**config.mk**
```make
export PLATFORM = sky130hd
export DESIGN_NAME = vertical_gradient
export DESIGN_NICKNAME = d
export VERILOG_FILES = /design/src/rtl/vertical_gradient.sv
export SDC_FILE = /design/constraint.sdc
export NUM_CORES = 1
export LEC_CHECK = 0
export ABC_AREA = 1
export CORE_MARGIN = 5
export CORE_UTILIZATION = 50
export CTS_BUF_LIST = sky130_fd_sc_hd__clkbuf_4 sky130_fd_sc_hd__clkbuf_8
export CTS_CLUSTER_DIAMETER = 80
export DETAILED_ROUTE_END_ITERATION = 6
export DONT_BUFFER_PORTS = 1
export PLACE_DENSITY_LB_ADDON = 0.12
export SYNTH_ARGS = -nofsm -noshare
export SYNTH_HDL_FRONTEND = slang
export SYNTH_SLANG_ARGS = --single-unit
```
**constraint.sdc**
```tcl
create_clock -name clk -period 3.8 [get_ports clk]
set_input_delay 0 -clock clk [delete_from_list [all_inputs] [get_ports clk]]
set_output_delay 0 -clock clk [all_outputs]
set_load 0.005 [all_outputs]
```
**src/rtl/vertical_gradient.sv**
```systemverilog
// ============================================================================
//  Module   : vertical_gradient
//  Purpose  : Vertical Sobel gradient magnitude |Gy| of a 3x3 pixel window.
//             gy is registered and held until the next start_calculations.
//  Options  : VERTICAL_GRADIENT_VALID_EN - adds the gy_valid strobe output.
//  Revision : 1.0 - initial release
// ============================================================================
`default_nettype none

module vertical_gradient (
   input  logic        clk,
   input  logic        rst,
   input  logic [7:0]  windowBuffer [0:8],
   input  logic        start_calculations,
   output logic [10:0] gy
`ifdef VERTICAL_GRADIENT_VALID_EN
   ,
   output logic        gy_valid
`endif
);

   // Weighted row sums; each is at most 255 + 510 + 255 = 1020 and fits in 10 bits.
   logic [9:0]         w_top_sum;
   logic [9:0]         w_bot_sum;
   // Signed difference bottom - top spans -1020..1020 and fits in 11 bits.
   logic signed [10:0] w_diff;
   logic [10:0]        w_abs;
   logic [10:0]        gy_d;
   logic [10:0]        gy_q;

   // The middle row carries zero weight in the vertical kernel.
   logic               w_unused_mid;
   assign w_unused_mid = ^{windowBuffer[3], windowBuffer[4], windowBuffer[5]};

   // Kernel sums, difference and magnitude feeding the result register.
   always_comb begin
      w_top_sum = {2'b00, windowBuffer[0]}
                + {1'b0,  windowBuffer[1], 1'b0}
                + {2'b00, windowBuffer[2]};
      w_bot_sum = {2'b00, windowBuffer[6]}
                + {1'b0,  windowBuffer[7], 1'b0}
                + {2'b00, windowBuffer[8]};
      w_diff    = $signed({1'b0, w_bot_sum}) - $signed({1'b0, w_top_sum});
      // The magnitude never exceeds 1020, so negating an 11-bit value cannot overflow.
      w_abs     = w_diff[10] ? 11'(-w_diff) : 11'(w_diff);
      gy_d      = start_calculations ? w_abs : gy_q;
   end

   // Result register: cleared by reset, loaded on a start edge, held otherwise.
   always_ff @(posedge clk) begin
      if (rst) begin
         gy_q <= 11'd0;
      end else begin
         gy_q <= gy_d;
      end
   end

   assign gy = gy_q;

`ifdef VERTICAL_GRADIENT_VALID_EN
   logic gy_valid_d;
   logic gy_valid_q;

   // A new result is marked for exactly the cycle after each non-reset start edge.
   always_comb begin
      gy_valid_d = start_calculations;
   end

   // Strobe register; reset takes priority over a pending request.
   always_ff @(posedge clk) begin
      if (rst) begin
         gy_valid_q <= 1'b0;
      end else begin
         gy_valid_q <= gy_valid_d;
      end
   end

   assign gy_valid = gy_valid_q;
`endif

endmodule

`default_nettype wire

```
# Word level (Yosys, flattened, before mapping)
# Cells that the tools add are included.
[classes]
addsub = 6
multipliers = 0
div_mod_pow = 0
order_cmp = 0
n_eq_ne = 0
shift = 0
n_mux = 1
bitwise_logic = 0
n_reduce_logical = 0
[ops]
columns = ["op", "count"]
rows = [
  ["$add A10 B8 Y10", 2],
  ["$add A8 B9 Y10", 2],
  ["$mux W11", 1],
  ["$neg A11 Y11", 1],
  ["$sub A10 B10 Y11", 1],
]
[totals]
register_bits = 11
latchBits = 0
ramBits = 0
romBits = 0
input_bits = 75
output_inout_bits = 11
wordCells = 8
n_memories = 0

# Longest topological paths before layout
[logic_depth]
ltp_word = 5
depth_mapped = 21
mapped_depth_nobuf = 21

# Worst setup path before layout
# OpenSTA, ideal clock, no wires.
[synth_path]
kind = "input-to-reg"
from = "in windowBuffer[50] in the netlist's numbering"
to = "reg gy_q[9], in the netlist gy[9]"
arrival_time_ps = 3011
required_ps = 3691
setup_slack_ps = 680
path_stages = 18
path_cell_list = "inv_1 > fa_1 > fa_1 > inv_1 > fa_1 > inv_1 > fa_1 > inv_1 > nand3_1 > inv_1 > nand2_1 > nand3b_1 > nor2_1 > nand3_1 > nand3_1 > nand3_1 > nand2_1 > inv_1"
[synth_between]
elab_chain_len = 4
[synth_lines]
columns = ["element", "line", "source"]
rows = [
  ["start: declaration", "13", "input logic [7:0] windowBuffer [0:8],"],
  ["$add A10 B8 Y10 *", "39", "+ {2'b00, windowBuffer[2]};"],
  ["$sub A10 B10 Y11 *", "43", "w_diff = $signed({1'b0, w_bot_sum}) - $signed({1'b0, w_top_sum});"],
  ["$neg A11 Y11", "45", "w_abs = w_diff[10] ? 11'(-w_diff) : 11'(w_diff);"],
  ["$mux W11 *", "45", ""],
  ["end signal: assignment", "54", "gy_q <= gy_d;"],
  ["end: declaration", "29", "logic [10:0] gy_q;"],
]
# Every way passes the cells marked *; elsewhere a longest branch is shown, timed or not.
# A chain may end at the register's enable or synchronous reset.

# Worst setup path after layout
[layout_path]
from = "in windowBuffer[50] in the netlist's numbering"
to = "reg gy_q[6], in the netlist gy[6]"
# Same word-level chain as after synthesis.

==> results.py <==
metrics = {
    "outcome": {
        "status": "completed",
    },
    "timing": {
        "clock_skew_ps": 0,
        "setup_viol": 0,
        "maxClockFrequency_ghz": 0.3201,
        "finalSetupTns_ps": 0,
        "number_of_failing_hold_endpoints_at_the_final_stage": 0,
        "post-route-period-util": 0.8221,
        "timing.final.ws_setup_ps": 676.2,
        "grt_setup_unrepaired": "false",
        "relSlewSlack": 0.6751,
        "period_needed_ps": 3124,
        "worstMarginPinSlew_ps": 485.7,
        "pins_over_their_slew_limit": 0,
    },
    "synthesis": {
        "synth-async-reset-ratio": 0,
        "postSynthAreaPerCell_um2": 6.827,
        "synth_enable_flop_cells": 0,
        "netlist-cell-type-count": 25,
        "synth-warning-count": 0,
        "mappedNetlistArea_um2": 2034,
        "sequential_element_share_of_the_synthesized_area": 0.1082,
        "synth.net_count": 417,
        "synthesis.instances": 298,
        "ys_seq_elements": 11,
        "yosys_most_used_dff": "dfxtp_1",
    },
    "run": {
        "max_cap_violations": 0,
    },
    "critical_path": {
        "path_buf_inv": 5,
        "crit_path_top_delay_cell": "fa_1",
        "r2r_start": "gy[7]$_SDFFE_PP0P_",
        "endpoint_kind": "register",
        "worst_setup_path_startpoint": "windowBuffer[50]",
        "crit_path_cell_trace": "inv_1, fa_1, fa_1, inv_1, fa_1, inv_1, fa_1, inv_1, nand2_1, nand2_1, nand2_1, nor2_1, nand2_1, o21ai_2, xor2_1, nand2_1, nand2_1, inv_1",
        "critical_path_arrival_ps": 3260,
        "worst_path_largest_cell_delay_ps": 550,
        "critical_path_required_ps": 3940,
        "critical_path_class": "in -> reg",
        "worst_setup_path_start_kind": "input port",
        "cpLargestDelayFamily": "adder cells",
        "cp_common_cell": "nand2_1",
        "worst_path_max_fanout": 4,
    },
    "power": {
        "p_leak_nw": 1.334,
        "vdd_ir_drop_max_mv": 0.3152,
        "pwr_density_cell_nw_per_um2": 708.0,
        "power.total_mw": 1.527,
    },
    "detailed_routing": {
        "route.detailed.vias_per_inst": 4.511,
        "via_count": 1588,
        "drc": 0,
        "avgRoutedWirePerCell_um": 9.455,
        "drt-initial-drc-count": 103,
        "ant_nets": 0,
        "drt-pass1-iter-count": 4,
        "finalWirelength_um": 3328,
    },
    "finish": {
        "antenna_cells": 0,
        "mostFrequentLayoutCells": "106 x inv_1, 52 x nand2_1, 31 x fa_1",
        "final_common_cell": "inv_1",
        "number_of_flip_flops_in_the_largest_register": 11,
        "area_growth_syn_to_layout_pct": 6.027,
        "final_nets": 422,
        "layout.filler_cells": 414,
        "final_layout_size_suffix_gt1_frac": 0.05298,
    },
    "placement": {
        "gp_congestion": 0.8089,
        "placement.setup.worst_slack_ps": 417.3,
        "dpl.hpwl_um": 2981,
        "io_buffer_count": 0,
    },
    "floorplanning": {
        "core_region_area_um2": 3971,
        "row_count": 23,
        "start_util": 0.5123,
        "die_outline_area_um2": 5444,
        "die_width_um": 73.79,
        "io_pins": 86,
        "die_y_um": 73.79,
    },
    "clock_network": {
        "ctsHtreeMaxLevel": 1,
        "post_cts_resize_count": 0,
        "cts.sinks": 11,
        "hold_buffers": 2,
        "cts_buffers": 3,
        "cts.path.max_buffers": 2,
        "cts_clock_pin_slew_for_the_worst_setup_and_hold_paths_ps": 50,
        "clk-insertion-delay-late_ps": 240,
        "tritoncts_clock_tree": "yes",
        "cts_setup_buffers": 0,
        "clockRootBuffer": "clkbuf_8",
    },
    "hold_path": {
        "worstHoldPathType": "in -> reg",
        "worstHoldStart": "start_calculations",
    },
    "grt": {
        "grt_start_max_net_pins": 15,
        "grt_antenna_before_repair": 0,
        "globalRoute.totalOverflow": 0,
        "global_route.usage.total": 0.1352,
        "grt_pass1_vias": 1460,
        "grt_pass1_wl_um": 5885,
    },
}
[layer usage]
layer,track usage,wire length (µm),up-vias,part of all wire
met5,0,0,-,0
met4,0.03622,21,0,0.0063
met3,0.03010,154,2,0.046
met2,0.2313,1599,35,0.48
met1,0.1706,1553,694,0.47
li1,-,-,857,-
[kinds of logic (layout without fill, tap and decap cells)]
family          after synthesis  count (layout)  synth area share
xor+xnor                      2               2          0.008612
simple gates                109             109            0.2355
buf+inv                     110             114            0.2048
compound gates               22              22           0.05781
fa+ha+maj                    44              44            0.3850
flops                        11              11            0.1082
[synthesized netlist by cell type (2+ instances only)]
cell / count / area share
o21ai_1: 5 / 0.012
nand3_1: 14 / 0.034
xor2_1: 2 / 0.0086
a21oi_1: 11 / 0.027
o21ai_0: 4 / 0.0098
inv_1: 106 / 0.20
nand3b_1: 3 / 0.011
nand2_2: 4 / 0.012
nand2_1: 52 / 0.096
dfxtp_1: 11 / 0.11
nor2_1: 29 / 0.054
fa_1: 31 / 0.31
ha_1: 13 / 0.080
nand4_1: 2 / 0.0061
[path summary, 6_finish.rpt]
kind                                           end  slack (ps)  cells after the start
worst max-delay path            gy[6]$_SDFFE_PP0P_         680                     18
worst min-delay path            gy[1]$_SDFFE_PP0P_          70                      3
worst max register to register  gy[7]$_SDFFE_PP0P_        3110                      4
worst min register to register  gy[1]$_SDFFE_PP0P_         490                      2
[layout make-up]
type / instances / area (µm²) / share of cell area
multi-input cells: 177 / 1398 / 0.6479
flip-flops and latches: 11 / 220.2 / 0.1021
inverters: 108 / 407.9 / 0.1891
well taps: 50 / 62.56 / 0.02900
clock buffers: 4 / 48.80 / 0.02262
repair buffers: 2 / 20.02 / 0.009281
[power by group]
| part | switching, mW | internal (mW) |
|---|---|---|
| combinational | 0.772 | 0.448 |
| sequential | 0.0275 | 0.155 |
| clock | 0.0438 | 0.0807 |
[worst register-to-register path, cell delays in order, from the launching register on]
cell and delay [ps]:
dfxtp_1 320, nor2_1 90, nor2_1 50, o21ai_1 90, inv_1 50
[stage by stage]
step | util | hold slack [ps] | std cells | area, µm²
finish | 0.5432 | 68.15 | 352 | 2157
global route | 0.5432 | 83.83 | 352 | 2157
CTS | 0.5432 | 65.60 | 352 | 2157
global placement | 0.5258 | 72.83 | 346 | 2088
floorplan | - | 209.0 | 298 | 2034
detailed placement | 0.5258 | 72.41 | 346 | 2088
No activity file was read; power rests on OpenSTA's default activity.
